[config.mk]
export PLATFORM = sky130hd
export DESIGN_NAME = serial_adder_ctrl
export DESIGN_NICKNAME = d
export VERILOG_FILES = /design/src/rtl/serial_adder_ctrl.sv
export SDC_FILE = /design/constraint.sdc
export NUM_CORES = 1
export LEC_CHECK = 0
export CAP_MARGIN = 25
export CORE_MARGIN = 4
export CORE_UTILIZATION = 53
export CTS_CLUSTER_SIZE = 20
export DETAILED_ROUTE_END_ITERATION = 7
export PLACE_DENSITY_LB_ADDON = 0.08
export SYNTH_ARGS = -nofsm -noshare
export SYNTH_HDL_FRONTEND = slang
export SYNTH_SLANG_ARGS = --single-unit
[constraint.sdc]
create_clock -name clk -period 1.57 [get_ports clk]
set_input_delay 0.157 -clock clk [delete_from_list [all_inputs] [get_ports clk]]
set_output_delay 0.157 -clock clk [all_outputs]
set_load 0.01 [all_outputs]
[src/rtl/serial_adder_ctrl.sv]
// Bit-serial adder controller: one full_adder stepped LSB-first over WIDTH cycles,
// with a valid/ready handshake on the operand side and on the result side.

module full_adder (
    input  logic a_i,
    input  logic b_i,
    input  logic c_i,
    output logic s_o,
    output logic co_o
);
    assign s_o  = a_i ^ b_i ^ c_i;
    assign co_o = (a_i & b_i) | (c_i & (a_i ^ b_i));
endmodule

module serial_adder_ctrl #(
    parameter int unsigned WIDTH = 8
) (
    input  logic             clk,
    input  logic             rst,
    input  logic             in_valid,
    output logic             in_ready,
    input  logic [WIDTH-1:0] a,
    input  logic [WIDTH-1:0] b,
    input  logic             c_in,
    output logic             out_valid,
    input  logic             out_ready,
    output logic [WIDTH-1:0] sum,
    output logic             c_out,
    output logic             busy
);
    localparam int unsigned CNT_W = (WIDTH > 1) ? $clog2(WIDTH) : 1;

    typedef enum logic [1:0] {
        S_IDLE = 2'd0,
        S_RUN  = 2'd1,
        S_DONE = 2'd2
    } state_t;

    state_t             state_q, state_d;
    logic [CNT_W-1:0]   cnt_q, cnt_d;
    logic [WIDTH-1:0]   a_sh_q, a_sh_d;
    logic [WIDTH-1:0]   b_sh_q, b_sh_d;
    logic [WIDTH-1:0]   sum_sh_q, sum_sh_d;
    logic               carry_q, carry_d;
    logic [WIDTH-1:0]   sum_q, sum_d;
    logic               c_out_q, c_out_d;
    logic               in_ready_q, in_ready_d;
    logic               out_valid_q, out_valid_d;
    logic               busy_q, busy_d;
    logic               fa_s, fa_co;

    full_adder u_fa (
        .a_i  (a_sh_q[0]),
        .b_i  (b_sh_q[0]),
        .c_i  (carry_q),
        .s_o  (fa_s),
        .co_o (fa_co)
    );

    always_ff @(posedge clk or posedge rst) begin
        if (rst) begin
            state_q     <= S_IDLE;
            cnt_q       <= '0;
            a_sh_q      <= '0;
            b_sh_q      <= '0;
            sum_sh_q    <= '0;
            carry_q     <= 1'b0;
            sum_q       <= '0;
            c_out_q     <= 1'b0;
            in_ready_q  <= 1'b1;
            out_valid_q <= 1'b0;
            busy_q      <= 1'b0;
        end else begin
            state_q     <= state_d;
            cnt_q       <= cnt_d;
            a_sh_q      <= a_sh_d;
            b_sh_q      <= b_sh_d;
            sum_sh_q    <= sum_sh_d;
            carry_q     <= carry_d;
            sum_q       <= sum_d;
            c_out_q     <= c_out_d;
            in_ready_q  <= in_ready_d;
            out_valid_q <= out_valid_d;
            busy_q      <= busy_d;
        end
    end

    always_comb begin
        state_d  = state_q;
        cnt_d    = cnt_q;
        a_sh_d   = a_sh_q;
        b_sh_d   = b_sh_q;
        sum_sh_d = sum_sh_q;
        carry_d  = carry_q;
        sum_d    = sum_q;
        c_out_d  = c_out_q;

        case (state_q)
            S_IDLE: begin
                if (in_valid) begin
                    a_sh_d  = a;
                    b_sh_d  = b;
                    carry_d = c_in;
                    cnt_d   = '0;
                    state_d = S_RUN;
                end
            end
            S_RUN: begin
                a_sh_d   = a_sh_q >> 1;
                b_sh_d   = b_sh_q >> 1;
                sum_sh_d = WIDTH'({fa_s, sum_sh_q} >> 1);
                carry_d  = fa_co;
                cnt_d    = cnt_q + CNT_W'(1);
                // Last bit: publish the result so sum/c_out change only on entry to DONE.
                if (cnt_q == CNT_W'(WIDTH - 1)) begin
                    cnt_d   = '0;
                    sum_d   = sum_sh_d;
                    c_out_d = fa_co;
                    state_d = S_DONE;
                end
            end
            S_DONE: begin
                if (out_ready) begin
                    state_d = S_IDLE;
                end
            end
            default: begin
                state_d = S_IDLE;
            end
        endcase

        in_ready_d  = (state_d == S_IDLE);
        out_valid_d = (state_d == S_DONE);
        busy_d      = (state_d != S_IDLE);
    end

    assign in_ready  = in_ready_q;
    assign out_valid = out_valid_q;
    assign busy      = busy_q;
    assign sum       = sum_q;
    assign c_out     = c_out_q;

endmodule

Yosys cells after proc, flatten, opt, wreduce, memory -nomap -nowiden:

Index checks and enable logic that the tools add are counted.
W data, S select, Z words.

* bitwise logic cells: 5
* reduce and logical (&&, ||, !) cells: 6
* equality and inequality tests: 5
* add/subtract/negate cells: 1
* mux-type cells: 13

Operator list (number)
* $pmux W8 S2: 2
* $mux W8: 2
* $mux W2: 3
* $mux W3: 2
* $pmux W2 S3: 1
* $pmux W3 S2: 1
* $eq A2 B2 Y1 const B: 2
* $logic_not A2 Y1: 2
* $reduce_and A2 Y1: 2
* $reduce_bool A2 Y1: 2
* $add A3 B1 Y3 const B: 1
* $eq A3 B3 Y1 const B: 1
* $and A1 B1 Y1: 2
* $eq A2 B1 Y1 const B: 1
* $ne A2 B2 Y1 const B: 1
* $pmux W1 S2: 1
* $xor A1 B1 Y1: 2
* $mux W1: 1
* $or A1 B1 Y1: 1

* register bits after elaboration: 42
* output and inout bits: 12

Longest topological paths before layout:

* depth in word-level cells: 4
* depth in mapped cells: 5
* gate-level depth less buffers: 4

Hierarchy:

From an unflattened synthesis, not the netlist that was laid out.

* cells, all modules: 148
* area, all modules: 1858.0 um^2

By module, submodules not included
* serial_adder_ctrl: times used 1, area each 1838.0 um^2, cells each 147
* full_adder: times used 1, area each 20.0 um^2, cells each 1

Least setup slack after synthesis:

Ideal clock, no wire load.

* kind: reg2reg
* start point: reg cnt_q[0]
* end point: reg c_out_q (netlist: c_out)
* setup time: 125 ps
* path buffers: 1
* clock period less this slack: 1445 ps
* data arrival time: 1320 ps
* stages on the path, launching flop included: 6
* required time: 1445 ps
* slack: 125 ps
* cell sequence: dfrtp_1 ha_1 ha_1 nand3b_4 buf_6 mux2_4

* longest elaborated chain between the ends: 2

Ends and longest elaborated chain
* start, declared: RTL line 40 `logic [CNT_W-1:0] cnt_q, cnt_d;`
* start signal, assigned: RTL line 75 `cnt_q <= cnt_d;`
* $eq A3 B3 Y1: RTL line 115 `if (cnt_q == CNT_W'(WIDTH - 1)) begin`
* $reduce_and A2 Y1 (no line)
* end signal, assigned: RTL line 81 `c_out_q <= c_out_d;`
* end, declared: RTL line 46 `logic c_out_q, c_out_d;`

Every way passes these cells.
A chain may end at the register's enable or synchronous reset.

Final worst setup path:

* start point: reg in_ready_q (netlist: in_ready)
* end point: out in_ready

RTL lines
* start, declared: RTL line 47 `logic in_ready_q, in_ready_d;`
* start signal, assigned: RTL line 82 `in_ready_q <= in_ready_d;`
* end, declared: RTL line 21 `output logic in_ready,`

No word-level cell between the ends.

==> reports/qor.yml <==
min_period_ns: 1.48
start_kind: "flop"
rr_endpoint: "sum[6]"
dpl.hpwl_um: 2580
final-hold-violation-count: 0
yosysWarningCount: 0
synth-seq-area-share: 0.504
final_area_mm2: 0.00253
setup_viol_count_final: 0
tns_ns: 0
p_per_area_mw_per_mm2: 1930
p_seq_frac: 0.379
p_int_uw: 3320
drc: 0
fmax_mhz: 674
max_cap_viol_count: 0
cts_num_sinks: 41
worst_setup_path_end_kind: "output pin"
synth.area.top_cells: "dfrtp_1 (49%), mux2_4 (9.6%), a221oi_2 (5.2%), buf_6 (4.4%), nor4b_2 (4.4%)"
placed_area_mm2: 0.00240
path_depth: 1
clkPwrFrac: 0.180
worst_slack_ns: 0.0863
reg2reg_slack_ns: 0.13
grt_overflow: 0
clock_path_buffers: 2
netlist_area_mm2: 0.00204
r2r.worst_path.cells: 4
drt-total-wl_um: 3710
critical_path.max_stage_delay_ns: 0.52
vdd_drop_max_mv: 0.723
cts_max_level: 2
wl_per_cell_um: 15.6
synth.avg_cell_area_um2: 13.6
worst-path-buf-inv: 1
port_buffers: 32
netlist-cell-type-count: 26
dr.pass1.iters: 4
place_worst_setup_slack_ns: 0.0513
synth_area_leader_cell: "dfrtp_1"
crit_end: "in_ready"
avgViaCountPerCell: 5.55
startpoint: "in_ready"
cp_max_fo: 1
leakage_uw: 0.00114
grt_pass1_vias: 1363
clk_latency_ns: 0.29
fin_skew_ns: 0.00332
crit_type: "reg2out"
comb_power_share: 0.440
grt_max_degree: 33
p_sw_frac: 0.319
path_delay_family: "flip-flops"
initial_core_util: 0.553
hold_class: "in2async"
ant_nets: 0
num_vias: 1316
antenna_found_initial: 0
cpMaxStageDelayCell: "dfstp_2"
final_cell_mix: "dfrtp_1 (40), clkdlybuf4s50_1 (32), inv_1 (16), mux2_4 (13), buf_4 (10)"
io_pins: 33
num-nets-final: 212
clkTransAtPathRegs_ns: 0.08
coreArea_mm2: 0.00369
nFillCells: 300
relSlewSlack: 0.746
rsz0062_at_grt: "no"
n_antenna_cell: 0
cp.required_ns: 1.41
yosysTopAreaCellShare: 0.491
globalplace.congestion: 0.721
fp-row-count: 22
syn-num-nets: 174
die-area_mm2: 0.00490
final_common_cell: "dfrtp_1"
gr-usage-all-layers: 0.163
cp_cell_sequence: "clkdlybuf4s50_1"
status: "completed"
die_h_um: 70.0
r2r-start: "cnt_q[0]"
switching_power_uw: 1560
syn_to_final_growth_pct: 23.9
cts_root_buffer: "clkbuf_8"
worstPathArrival_ns: 1.33
synth_seq_cells: 41
slew_violations: 0
syn_inst: 150
postCtsSetupRepairBufs: 0
grt_pass1_wl_um: 6470
cts_tree: "done"
layout-drive-gt1-share: 0.280
period_share: 0.945
die_w_um: 70.0
tightest_slew_ns: 0.381
detailedRoute.firstIterationViolations: 74
cts-buffers-inserted: 5
[per-stage QoR]
step           total power [µW]  std cells  hold slack, ns   util
2_1_floorplan              3420        150           0.290      -
3_3_place_gp               3910        228           0.488  0.650
3_5_place_dp               4020        228           0.496  0.650
4_1_cts                    4920        236           0.184  0.681
5_1_grt                    5210        237           0.220  0.685
6_report                   4880        237           0.178  0.685
[timing repair]
item                       4_1_cts  5_1_grt
setup endpoints to repair        0        1
hold buffers                     0        0
gates resized for setup          0        1
[worst min-delay path, cell delays in order]
cell and delay [ns]:
clkdlybuf4s50_1 0.40, inv_1 0.07, buf_4 0.20
[power groups by stage]
stage               combinational (µW)  sequential (µW)  clock [µW]
finish                            2150             1850         879
global route                      2350             1920         938
CTS                               2160             1860         895
detailed placement                2150             1870           0
global placement                  2060             1850           0
floorplan                         1570             1850           0
[final cells by class]
type                       count  area, µm²  share of cell area
sequential                    41       1030               0.407
timing repair buffer          43        415               0.164
tap                           48       60.1              0.0238
clock inverter                 1       30.0              0.0119
clock buffer                   7       86.3              0.0342
multi-input combinational     81        847               0.335
inverter                      16       60.1              0.0238
[metal layers]
layer | up-vias | share of wire | track usage
li1 | 615 | - | -
met1 | 659 | 0.45 | 0.217
met2 | 32 | 0.48 | 0.253
met3 | 10 | 0.041 | 0.0288
met4 | 0 | 0.026 | 0.0872
met5 | - | 0 | 0
[cell families after synthesis]
group / share of synthesized area
fa+ha+maj: 0.0221
flops: 0.504
mux: 0.112
compound gates: 0.115
buf+inv: 0.0872
simple gates: 0.159
[synth_stat cells (all sizes together)]
cell,n
a22o,5
a211oi,6
and2,1
o21bai,1
dfrtp,40
mux2,16
nor2,8
nor2b,1
a221oi,9
inv,16
nand2,3
nand2b,2
or3b,1
nand3b,1
ha,2
dfstp,1
nor3b,7
fa,1
nor4b,15
a21oi,1
buf,13
[worst min path at each step]
| stage | start | end | slack [ns] |
|---|---|---|---|
| finish | rst | sum[2] | 0.18 |
| floorplan | a[7] | a_sh_q[7] | 0.29 |
| global placement | rst | sum[3] | 0.49 |
| CTS | rst | sum[2] | 0.18 |
| global route | rst | sum[2] | 0.22 |
| detailed placement | rst | a_sh_q[5] | 0.50 |
[state kept, by name, indices dropped and copies added (netlist names)]
| name | flops |
|---|---|
| a_sh_q | 8 |
| b_sh_q | 8 |
| busy | 1 |
| c_out | 1 |
| carry_q | 1 |
| cnt_q | 3 |
| in_ready | 1 |
| out_valid | 1 |
| state_q | 2 |
| sum | 8 |
| sum_sh_q | 7 |
Power figures use the tool's default switching activity.
